--- src/rtl/mic_volume_level.sv ---
// Purpose : converts a 12-bit mic sample stream into a 4-bit windowed volume level and a 4-bit peak level.
// Latency : levels update on the edge that accepts the last sample of a window; level_valid is high the following cycle.
// Backpr. : none; every sample_valid cycle is accepted and the block never stalls.
//
// Ports:
//   clk          - system clock, rising edge
//   rst          - asynchronous active-high reset
//   sample_valid - mic_in is valid and accepted this cycle
//   mic_in       - unsigned 12-bit mic sample
//   volume_level - window maximum quantised to 0..15 (registered)
//   peak_level   - peak-hold level 0..15 (registered)
//   level_valid  - one-cycle pulse when both levels have just updated
//
// Build option: define MIC_VOLUME_PEAK_HOLD_EN to build the peak hold/decay logic.
// Without it, peak_level mirrors volume_level from the same register.
module mic_volume_level #(
    parameter int WINDOW_LEN        = 4000,
    parameter int PEAK_HOLD_WINDOWS = 4
) (
    input  logic        clk,
    input  logic        rst,
    input  logic        sample_valid,
    input  logic [11:0] mic_in,
    output logic [3:0]  volume_level,
    output logic [3:0]  peak_level,
    output logic        level_valid
);

    // Out-of-range parameters would silently truncate counters; reject them at elaboration.
    generate
        if (WINDOW_LEN < 2 || WINDOW_LEN > 65535 ||
            PEAK_HOLD_WINDOWS < 0 || PEAK_HOLD_WINDOWS > 15) begin : g_bad_param
            $error("mic_volume_level: WINDOW_LEN or PEAK_HOLD_WINDOWS out of range");
        end
    endgenerate

    localparam logic [15:0] WIN_LAST = 16'(WINDOW_LEN - 1);

    logic [15:0] win_cnt_q, win_cnt_d;
    logic [11:0] run_max_q, run_max_d;
    logic [3:0]  volume_q, volume_d;
    logic        level_valid_q, level_valid_d;

    logic [11:0] max_with_in;
    logic        win_end;

    // The sample accepted on the window-end edge still counts toward that window.
    assign max_with_in = (mic_in > run_max_q) ? mic_in : run_max_q;
    assign win_end     = sample_valid && (win_cnt_q == WIN_LAST);

    always_comb begin
        win_cnt_d     = win_cnt_q;
        run_max_d     = run_max_q;
        volume_d      = volume_q;
        level_valid_d = 1'b0;
        if (sample_valid) begin
            if (win_end) begin
                volume_d      = max_with_in[11:8];
                run_max_d     = 12'd0;
                win_cnt_d     = 16'd0;
                level_valid_d = 1'b1;
            end else begin
                run_max_d = max_with_in;
                win_cnt_d = win_cnt_q + 16'd1;
            end
        end
    end

    always_ff @(posedge clk or posedge rst) begin
        if (rst) begin
            win_cnt_q     <= 16'd0;
            run_max_q     <= 12'd0;
            volume_q      <= 4'd0;
            level_valid_q <= 1'b0;
        end else begin
            win_cnt_q     <= win_cnt_d;
            run_max_q     <= run_max_d;
            volume_q      <= volume_d;
            level_valid_q <= level_valid_d;
        end
    end

`ifdef MIC_VOLUME_PEAK_HOLD_EN
    localparam logic [3:0] HOLD_INIT = 4'(PEAK_HOLD_WINDOWS);

    logic [3:0] peak_q, peak_d;
    logic [3:0] hold_cnt_q, hold_cnt_d;
    logic [3:0] new_level;
    logic [3:0] peak_dec;

    assign new_level = max_with_in[11:8];
    // Only used when peak_q > new_level, so peak_q >= 1 and this cannot wrap.
    assign peak_dec  = peak_q - 4'd1;

    always_comb begin
        peak_d     = peak_q;
        hold_cnt_d = hold_cnt_q;
        if (win_end) begin
            if (new_level >= peak_q) begin
                peak_d     = new_level;
                hold_cnt_d = HOLD_INIT;
            end else if (hold_cnt_q != 4'd0) begin
                hold_cnt_d = hold_cnt_q - 4'd1;
            end else begin
                // Decay one step per window, but never below the current window level.
                peak_d = (peak_dec > new_level) ? peak_dec : new_level;
            end
        end
    end

    always_ff @(posedge clk or posedge rst) begin
        if (rst) begin
            peak_q     <= 4'd0;
            hold_cnt_q <= 4'd0;
        end else begin
            peak_q     <= peak_d;
            hold_cnt_q <= hold_cnt_d;
        end
    end

    assign peak_level = peak_q;
`else
    assign peak_level = volume_q;
`endif

    assign volume_level = volume_q;
    assign level_valid  = level_valid_q;

endmodule
--- config.mk ---
export PLATFORM = sky130hd
export DESIGN_NAME = mic_volume_level
export DESIGN_NICKNAME = d
export VERILOG_FILES = /design/src/rtl/mic_volume_level.sv
export SDC_FILE = /design/constraint.sdc
export NUM_CORES = 1
export LEC_CHECK = 0
export ABC_AREA = 1
export CORE_ASPECT_RATIO = 0.8
export CORE_UTILIZATION = 35
export DETAILED_ROUTE_END_ITERATION = 16
export DONT_BUFFER_PORTS = 1
export PLACE_DENSITY = 0.48
export SLEW_MARGIN = 15
export SYNTH_ARGS = -nofsm -noshare
export SYNTH_HDL_FRONTEND = slang
export SYNTH_SLANG_ARGS = --single-unit
--- constraint.sdc ---
create_clock -name clk -period 1.8 [get_ports clk]
set_input_delay 0.36 -clock clk [delete_from_list [all_inputs] [get_ports clk]]
set_output_delay 0.36 -clock clk [all_outputs]
set_load 0.005 [all_outputs]
==> results.py, run 1 <==
metrics = {
    "status": {
        "status": "finished clean",
    },
    "final_layout": {
        "fin_nets": 308,
        "antenna_cells": 0,
        "syn_to_final_growth_pct": 15.7,
        "area.sequential_um2": 826,
        "multi_input_area_mm2": 0.00112,
        "fillers": 579,
        "drive_above_1_share": 0.171,
        "final_core_util": 0.429,
    },
    "setup_path": {
        "worstSetupEndpointType": "flip-flop",
        "arrival_ps": 1850,
        "worstPathMaxFanout": 8,
        "crit_required_ps": 1970,
        "crit_type": "flip-flop to flip-flop",
        "start_kind": "flip-flop",
    },
    "global_route": {
        "antenna_found_initial": 0,
        "grt_max_degree": 34,
        "grt.total_usage": 0.165,
        "grt_pass1_vias": 1680,
        "overflow": 0,
        "grt_pass1_wl_um": 7930,
    },
    "synthesis": {
        "syn_area_mm2": 0.00206,
        "synthDistinctLibCells": 26,
        "synth.net_count": 298,
        "syn_inst": 270,
        "synth_warnings": 0,
        "ys_seq_area_frac": 0.400,
        "synth-seq-cells": 33,
        "syn_avg_cell_area_um2": 7.64,
    },
    "placement": {
        "place_ws_ps": -5.64,
        "place.gp.congestion": 0.769,
        "io_buffers": 0,
        "place_hpwl_um": 3300,
    },
    "routing": {
        "routed_wl_um": 4330,
        "wl_per_cell_um": 12.1,
        "postRouteAntennaNets": 0,
        "vias": 1631,
        "drtIter0Drc": 62,
        "viasPerCell": 4.56,
        "drc": 0,
        "dr.pass1.iters": 4,
    },
    "pwr": {
        "leakagePower_nw": 1.23,
        "power_mw": 2.89,
        "pwr_density_cell_mw_per_mm2": 1210,
        "vdd_ir_drop_max_uv": 517,
    },
    "clock_network": {
        "clockBufferDepth": 2,
        "clkSlewWorstSetupHoldPaths_ps": 70,
        "cts_tree": "yes",
        "clockRootBuffer": "clkbuf_8",
        "cts_buffers": 5,
        "cts_sinks": 33,
        "h-tree-depth": 2,
        "clk_latency_ps": 280,
    },
    "sta": {
        "finClkSkew_ps": 7.18,
        "fin_ws_ps": 125,
        "slew_violations": 0,
        "max-slew-margin-rel": 0.721,
        "max_freq_mhz": 597,
        "hold_violations": 0,
        "fin_crit_sh": 0.931,
        "setup_tns_ps": 0,
        "worst_slew_pin_slew_ps": 418,
        "finalSetupViolCount": 0,
        "fin_crit_ps": 1680,
    },
    "floorplanning": {
        "core_mm2": 0.00556,
        "start_util": 0.371,
        "pin_count": 24,
        "row_count": 24,
        "die_area_mm2": 0.00620,
        "fp.dieH_um": 70.7,
        "die-width_um": 87.8,
    },
    "flow_run": {
        "drv_cap": 0,
    },
    "hold_path": {
        "min_path_type": "input port to async pin",
    },
}
[what timing repair did]
action	4_1_cts	5_1_grt
setup buffers	0	2
resized for setup	1	20
hold buffers	0	0
pin swaps	0	7
cloned	0	0
endpoints found under the setup margin	8	18
endpoints found under the hold margin	0	0
[through the flow]
stage	hold slack, ps	instance area [µm²]	instances
after detailed placement	379	2170	349
after CTS	68.9	2250	356
final	50.7	2380	358
after floorplan	442	2060	270
after global routing	108	2380	358
after global placement	380	2170	349
[cells in the mapped netlist]
| master | number | area (µm²) |
|---|---|---|
| nand2_1 | 72 | 270 |
| inv_1 | 43 | 161 |
| dfrtp_1 | 33 | 826 |
| nand3_1 | 23 | 115 |
| nor2_1 | 18 | 67.6 |
| ha_1 | 13 | 163 |
| a21oi_1 | 10 | 50.1 |
| o21ai_0 | 9 | 45.0 |
| nand3b_1 | 6 | 45.0 |
| buf_4 | 5 | 37.5 |
| nand3_2 | 5 | 50.1 |
| nand4_1 | 5 | 31.3 |
| xor2_1 | 5 | 43.8 |
| nand2_2 | 4 | 25.0 |
| nor3_1 | 4 | 20.0 |
| inv_2 | 3 | 11.3 |
| nor2_2 | 2 | 12.5 |
| nor3_2 | 2 | 20.0 |
| a21o_1 | 1 | 7.51 |
| buf_2 | 1 | 5.00 |
| buf_6 | 1 | 11.3 |
| clkinv_1 | 1 | 3.75 |
| nand4_2 | 1 | 12.5 |
| nor3_4 | 1 | 16.3 |
| o21ai_1 | 1 | 5.00 |
| or2_2 | 1 | 6.26 |
[metal layers]
metal  vias to the layer above  GRT usage  routed length (µm)
li1                        871          -                   -
met3                         4     0.0432                 180
met2                        25      0.229                1710
met1                       731      0.247                2400
met5                         -          0                   0
met4                         0     0.0510                  39
[power breakdown]
part           internal (mW)  leakage [nW]  total [mW]  switching (mW)
Sequential             0.943         0.408        1.11           0.168
Combinational          0.509         0.779        1.22           0.715
Clock                  0.303        0.0443       0.556           0.252
Total                   1.76          1.23        2.89            1.14
[logic make-up after synthesis]
kind of cell	after synthesis	share of synthesized area
simple gates	144	0.336
fa+ha+maj	13	0.0789
buf+inv	54	0.112
compound gates	21	0.0522
xor+xnor	5	0.0212
flops	33	0.400
[layout by cell type (no fill, tap or decap), types with 2 or more instances in the layout]
cell	instances
nand2_1	69
a21oi_1	10
nor2_4	2
inv_1	40
nand3_2	6
nand2_2	4
clkbuf_8	6
buf_4	9
dfrtp_1	33
nand3_1	22
nand3b_1	6
xor2_1	5
nor3_1	4
nand2_4	2
nor3_2	2
nand4_1	5
o21ai_0	9
inv_2	5
ha_1	8
nor2_1	17
ha_4	5
[flip-flops by register name, indices dropped and copies added, names as in the netlist]
register	cells
level_valid	1
run_max_q	12
peak_level	4
win_cnt_q	16
[final cells by class]
| type | count | share of cell area |
|---|---|---|
| Tap cell | 78 | 0.0409 |
| Clock buffer | 7 | 0.0362 |
| Timing Repair Buffer | 10 | 0.0331 |
| Inverter | 47 | 0.0750 |
| Multi-Input combinational cell | 183 | 0.469 |
| Sequential cell | 33 | 0.346 |
[final timing paths]
| path | from | end | slack [ps] | cells after the start |
|---|---|---|---|---|
| worst max-delay path | run_max_q[6] | run_max_q[6] | 120 | 11 |
| worst min-delay path | rst | run_max_q[3] | 50 | 2 |
| worst max register to register | run_max_q[6] | run_max_q[6] | 120 | 11 |
| worst min register to register | run_max_q[1] | run_max_q[1] | 470 | 2 |
| max in group asynchronous | rst | win_cnt_q[13] | 1440 | 2 |
| min in group clk | sample_valid | win_cnt_q[0] | 200 | 1 |
[worst max-delay path, stage by stage (launching register included)]
cell and delay, ps:
dfrtp_1 350, inv_1 70, ha_4 260, nand4_1 150, nor2_4 160, nand2_1 80
nand3_2 100, nand2_4 100, nand2_4 100, nand2_8 80, nand2_1 60, nand2_1 50
(Power assumes the default switching activity.)
==> run 2: changes to the inputs <==
--- a/config.mk
+++ b/config.mk
@@ -6,11 +6,13 @@
 export NUM_CORES = 1
 export LEC_CHECK = 0
 export ABC_AREA = 1
+export CELL_PAD_IN_SITES_DETAIL_PLACEMENT = 1
+export CELL_PAD_IN_SITES_GLOBAL_PLACEMENT = 2
 export CORE_ASPECT_RATIO = 0.8
 export CORE_UTILIZATION = 35
 export DETAILED_ROUTE_END_ITERATION = 16
 export DONT_BUFFER_PORTS = 1
-export PLACE_DENSITY = 0.48
+export PLACE_DENSITY = 0.75
 export SLEW_MARGIN = 15
 export SYNTH_ARGS = -nofsm -noshare
 export SYNTH_HDL_FRONTEND = slang
==> results.py, run 2 (same netlist as run 1, synthesis figures left out) <==
metrics = {
    "status": {
        "status": "finished clean",
    },
    "setup_path": {
        "r2r_slack_ps": 80,
        "regToRegStartpoint": "run_max_q[7]",
        "worstPathMaxFanout": 8,
        "r2r_cells": 11,
        "arrival_ps": 1900,
        "crit_required_ps": 1980,
        "cp_cell_sequence": "inv_2 > ha_4 > nand4_1 > nor2_2 > nand2_1 > nand3_2 > nand2_4 > nand2_4 > nand2_8 > nand2_2 > nand2_2",
        "cp_slowest_stage_delay_ps": 370,
        "start_kind": "flip-flop",
        "crit_type": "flip-flop to flip-flop",
        "crit_path_end": "run_max_q[0]",
        "r2r-end": "run_max_q[0]",
        "cpMaxStageDelayCell": "dfrtp_1",
        "cp-startpoint": "run_max_q[7]",
        "worstSetupEndpointType": "flip-flop",
    },
    "final_layout": {
        "multi_input_area_mm2": 0.00116,
        "syn_to_final_growth_pct": 18.4,
        "fin_nets": 310,
        "layout_commonest_cell": "nand2_1",
        "regMostFlops": "win_cnt_q",
        "area.sequential_um2": 826,
        "fillers": 682,
        "antenna_cells": 0,
        "largest_reg_flops": 16,
        "layoutNonFillerInstCount": 361,
        "drive_above_1_share": 0.226,
        "final_cell_mix": "nand2_1, inv_1, dfrtp_1",
    },
    "global_route": {
        "grt_pass1_vias": 1797,
        "grt_max_degree": 34,
        "antenna_found_initial": 0,
        "grt_pass1_wl_um": 8660,
        "grt.total_usage": 0.184,
        "overflow": 0,
    },
    "placement": {
        "place_hpwl_um": 3880,
        "post-place-cells": 349,
        "io_buffers": 0,
        "place.gp.congestion": 0.750,
        "place_ws_ps": -51.2,
    },
    "floorplanning": {
        "die_area_mm2": 0.00620,
        "fp.dieH_um": 70.7,
        "start_util": 0.371,
        "die-width_um": 87.8,
        "core_mm2": 0.00556,
        "pin_count": 24,
        "row_count": 24,
    },
    "sta": {
        "fin_crit_sh": 0.957,
        "hold_violations": 0,
        "worst_slew_pin_slew_ps": 418,
        "max_freq_mhz": 580,
        "slew_violations": 0,
        "fin_crit_ps": 1720,
        "fin_ws_ps": 77.2,
        "max-slew-margin-rel": 0.722,
        "finalSetupViolCount": 0,
        "rsz0062_at_grt": "yes",
        "finClkSkew_ps": 12.7,
    },
    "clock_network": {
        "cts_sinks": 33,
        "clockBufferDepth": 2,
        "cts_tree": "yes",
        "clockRootBuffer": "clkbuf_8",
        "clkSlewWorstSetupHoldPaths_ps": 80,
        "h-tree-depth": 2,
        "cts-hold-fix-buffers": 0,
        "clk_latency_ps": 290,
        "cts_buffers": 5,
    },
    "routing": {
        "drc": 0,
        "drtIter0Drc": 69,
        "wl_per_cell_um": 14.0,
        "routed_wl_um": 5040,
        "viasPerCell": 4.67,
        "postRouteAntennaNets": 0,
        "vias": 1686,
        "dr.pass1.iters": 4,
    },
    "pwr": {
        "pwr_density_cell_mw_per_mm2": 1240,
        "leakagePower_nw": 1.24,
        "vdd_ir_drop_max_uv": 497,
    },
    "flow_run": {
        "drv_cap": 0,
    },
    "hold_path": {
        "min_path_type": "input port to async pin",
    },
}
run 2: cell count changes in the layout (fill, tap and decap cells not counted), moves of 2 or more:
cell      change
clkinv_2      +2
inv_2         +3
ha_1          -2
buf_4         +2
nand2_1       -5
ha_4          +2
nand2_2       +5
inv_1         -3
run 2: how the worst min path moves through the flow:
| stage | start | to | slack (ps) | cells past startpoint |
|---|---|---|---|---|
| 2_1_floorplan | run_max_q[1] | run_max_q[1] | 440 | 2 |
| 3_3_place_gp | rst | level_valid | 380 | 2 |
| 3_5_place_dp | rst | level_valid | 380 | 2 |
| 4_1_cts | rst | run_max_q[7] | 60 | 2 |
| 5_1_grt | rst | win_cnt_q[1] | 80 | 2 |
| 6_report | rst | win_cnt_q[1] | 40 | 2 |
run 2: power by group:
part	internal, mW	total (mW)	switching (mW)
logic	0.564	1.34	0.772
registers	0.943	1.12	0.182
clock network	0.267	0.566	0.299
run 2: repair_timing:
action	4_1_cts	5_1_grt
buffers inserted	1	3
gates resized for setup	7	25
pin swaps	3	12
setup endpoints to repair	10	17
run 2: cell type report:
cell class / count / area share
Multi-Input combinational cell: 183 / 0.475
Inverter: 47 / 0.0733
Clock inverter: 3 / 0.00718
Tap cell: 78 / 0.0400
Clock buffer: 5 / 0.0282
Timing Repair Buffer: 12 / 0.0384
Sequential cell: 33 / 0.338
run 2: worst max-delay path, delay by kind of cell, from the launching register on:
| family | cells | cell delay [ps] |
|---|---|---|
| AND/OR/NAND/NOR | 9 | 930 |
| flip-flops | 1 | 370 |
| buffers and inverters | 1 | 50 |
| adder cells (fa/ha/maj) | 1 | 260 |
run 2: metal layers:
layer	share of wire	GRT usage	vias up	routed length [µm]
met2	0.41	0.258	18	2070
met5	0	0	-	0
met3	0.028	0.0397	6	143
li1	-	-	874	-
met4	0.014	0.0601	0	70
met1	0.55	0.277	788	2760
run 2: stage by stage:
stage               TNS [ps]  hold WS (ps)  utilization  cell area (µm²)  power, mW
detailed placement      -273           383        0.390             2170       2.16
global placement       -3.92           377        0.390             2170       2.13
global route            -129          83.4        0.439             2440       3.31
CTS                        0          61.4        0.413             2290       2.80
floorplan                  0           442            -             2060       1.86
finish                     0          42.7        0.439             2440       3.03
==> run 3: changes to the inputs <==
--- a/config.mk
+++ b/config.mk
@@ -13,6 +13,7 @@
 export DETAILED_ROUTE_END_ITERATION = 16
 export DONT_BUFFER_PORTS = 1
 export PLACE_DENSITY = 0.75
+export RECOVER_POWER = 25
 export SLEW_MARGIN = 15
 export SYNTH_ARGS = -nofsm -noshare
 export SYNTH_HDL_FRONTEND = slang
==> results.py, run 3 (same netlist as run 1, synthesis figures left out) <==
metrics = {
    "final_layout": {
        "drive_above_1_share": 0.226,
        "fillers": 683,
        "antenna_cells": 0,
        "largest_reg_flops": 16,
        "layout_commonest_cell": "nand2_1",
        "regMostFlops": "win_cnt_q",
        "fin_nets": 310,
        "final_cell_mix": "nand2_1, inv_1, dfrtp_1",
        "syn_to_final_growth_pct": 18.3,
        "design_area_mm2": 0.00244,
        "multi_input_area_mm2": 0.00116,
        "area.sequential_um2": 826,
    },
    "status": {
        "status": "finished clean",
    },
    "floorplanning": {
        "start_util": 0.371,
        "die_area_mm2": 0.00620,
        "row_count": 24,
        "pin_count": 24,
        "fp.dieH_um": 70.7,
        "die-width_um": 87.8,
        "core_mm2": 0.00556,
    },
    "pwr": {
        "internal_power_mw": 1.77,
        "seq_power_share": 0.372,
        "vdd_ir_drop_max_uv": 497,
        "p_comb_frac": 0.441,
        "leakagePower_nw": 1.24,
        "switchingPower_mw": 1.25,
        "p_sw_frac": 0.414,
        "clockPowerShare": 0.187,
        "pwr_density_cell_mw_per_mm2": 1240,
    },
    "flow_run": {
        "drv_cap": 0,
    },
    "setup_path": {
        "crit_type": "flip-flop to flip-flop",
        "start_kind": "flip-flop",
        "worstPathMaxFanout": 8,
        "r2r_slack_ps": 80,
        "cp_slowest_stage_delay_ps": 370,
        "worstSetupEndpointType": "flip-flop",
        "cp_cell_sequence": "inv_2 > ha_4 > nand4_1 > nor2_2 > nand2_1 > nand3_2 > nand2_4 > nand2_4 > nand2_8 > nand2_2 > nand2_2",
        "cpMaxStageDelayCell": "dfrtp_1",
        "crit_required_ps": 1980,
        "arrival_ps": 1900,
    },
    "sta": {
        "max-slew-margin-rel": 0.455,
        "slew_violations": 0,
        "fin_crit_sh": 0.957,
        "max_freq_mhz": 581,
        "rsz0062_at_grt": "yes",
        "fin_crit_ps": 1720,
        "hold_violations": 0,
        "finClkSkew_ps": 12.7,
        "fin_ws_ps": 77.5,
        "finalSetupViolCount": 0,
        "worst_slew_pin_slew_ps": 817,
    },
    "clock_network": {
        "clk_latency_ps": 290,
        "h-tree-depth": 2,
        "cts_tree": "yes",
        "cts_sinks": 33,
        "cts_buffers": 5,
        "clockRootBuffer": "clkbuf_8",
        "clockBufferDepth": 2,
        "clkSlewWorstSetupHoldPaths_ps": 80,
    },
    "routing": {
        "routed_wl_um": 5040,
        "drc": 0,
        "vias": 1684,
        "drtIter0Drc": 69,
        "wl_per_cell_um": 14.0,
        "viasPerCell": 4.66,
        "postRouteAntennaNets": 0,
        "dr.pass1.iters": 4,
    },
    "global_route": {
        "overflow": 0,
        "grt.total_usage": 0.184,
        "grt_max_degree": 34,
        "grt_pass1_vias": 1797,
        "grt_pass1_wl_um": 8660,
        "antenna_found_initial": 0,
    },
    "hold_path": {
        "min_path_type": "input port to flip-flop",
    },
    "placement": {
        "place.gp.congestion": 0.750,
        "dpl_cell_area_mm2": 0.00217,
        "place_ws_ps": -51.2,
        "io_buffers": 0,
        "place_hpwl_um": 3880,
    },
}
==> run 3: critical path: cells and delay by family, from the launching register on <==
family / cells / cell delay, ps
buffers and inverters: 1 / 50
adder cells (fa/ha/maj): 1 / 260
flip-flops: 1 / 370
AND/OR/NAND/NOR: 9 / 930
==> run 3: area by class of cell <==
class	count	area share
Clock inverter	3	0.00718
Tap cell	78	0.0400
Clock buffer	5	0.0282
Timing Repair Buffer	12	0.0375
Inverter	47	0.0734
Sequential cell	33	0.339
Multi-Input combinational cell	183	0.475
==> run 3: power groups by stage <==
stage / registers [mW] / clock network, mW / logic [mW]
after floorplan: 1.08 / 0 / 0.779
after global placement: 1.12 / 0 / 1.01
after detailed placement: 1.12 / 0 / 1.04
after CTS: 1.11 / 0.582 / 1.11
after global routing: 1.15 / 0.602 / 1.55
final: 1.12 / 0.566 / 1.34
==> run 3: path summary, 6_finish.rpt <==
check | start | endpoint | depth (start not counted)
setup / recovery | run_max_q[7] | run_max_q[0] | 11
hold / removal | sample_valid | win_cnt_q[0] | 1
setup reg to reg | run_max_q[7] | run_max_q[0] | 11
hold reg to reg | run_max_q[2] | run_max_q[2] | 2
max in group asynchronous | rst | run_max_q[9] | 2
min in group asynchronous | rst | win_cnt_q[1] | 2
==> run 3: routing by layer <==
layer,vias to the layer above,track usage,share of wire
met3,6,0.0397,0.028
met4,0,0.0601,0.014
met2,18,0.258,0.41
met5,-,0,0
met1,786,0.277,0.55
li1,874,-,-
==> run 3: per-stage QoR <==
step / power, mW / util / TNS (ps) / hold WS, ps / instances
4_1_cts: 2.80 / 0.413 / 0 / 61.4 / 358
6_report: 3.03 / 0.439 / 0 / 171 / 361
5_1_grt: 3.31 / 0.439 / -129 / 177 / 361
3_3_place_gp: 2.13 / 0.390 / -3.92 / 377 / 349
3_5_place_dp: 2.16 / 0.390 / -273 / 383 / 349
2_1_floorplan: 1.86 / - / 0 / 442 / 270
==> run 3: what timing repair did <==
item | in CTS | in global routing
gates resized for setup | 7 | 25
endpoints found under the setup margin | 10 | 17
pin swaps | 3 | 12
setup buffers | 1 | 3
hold buffers | 0 | 0
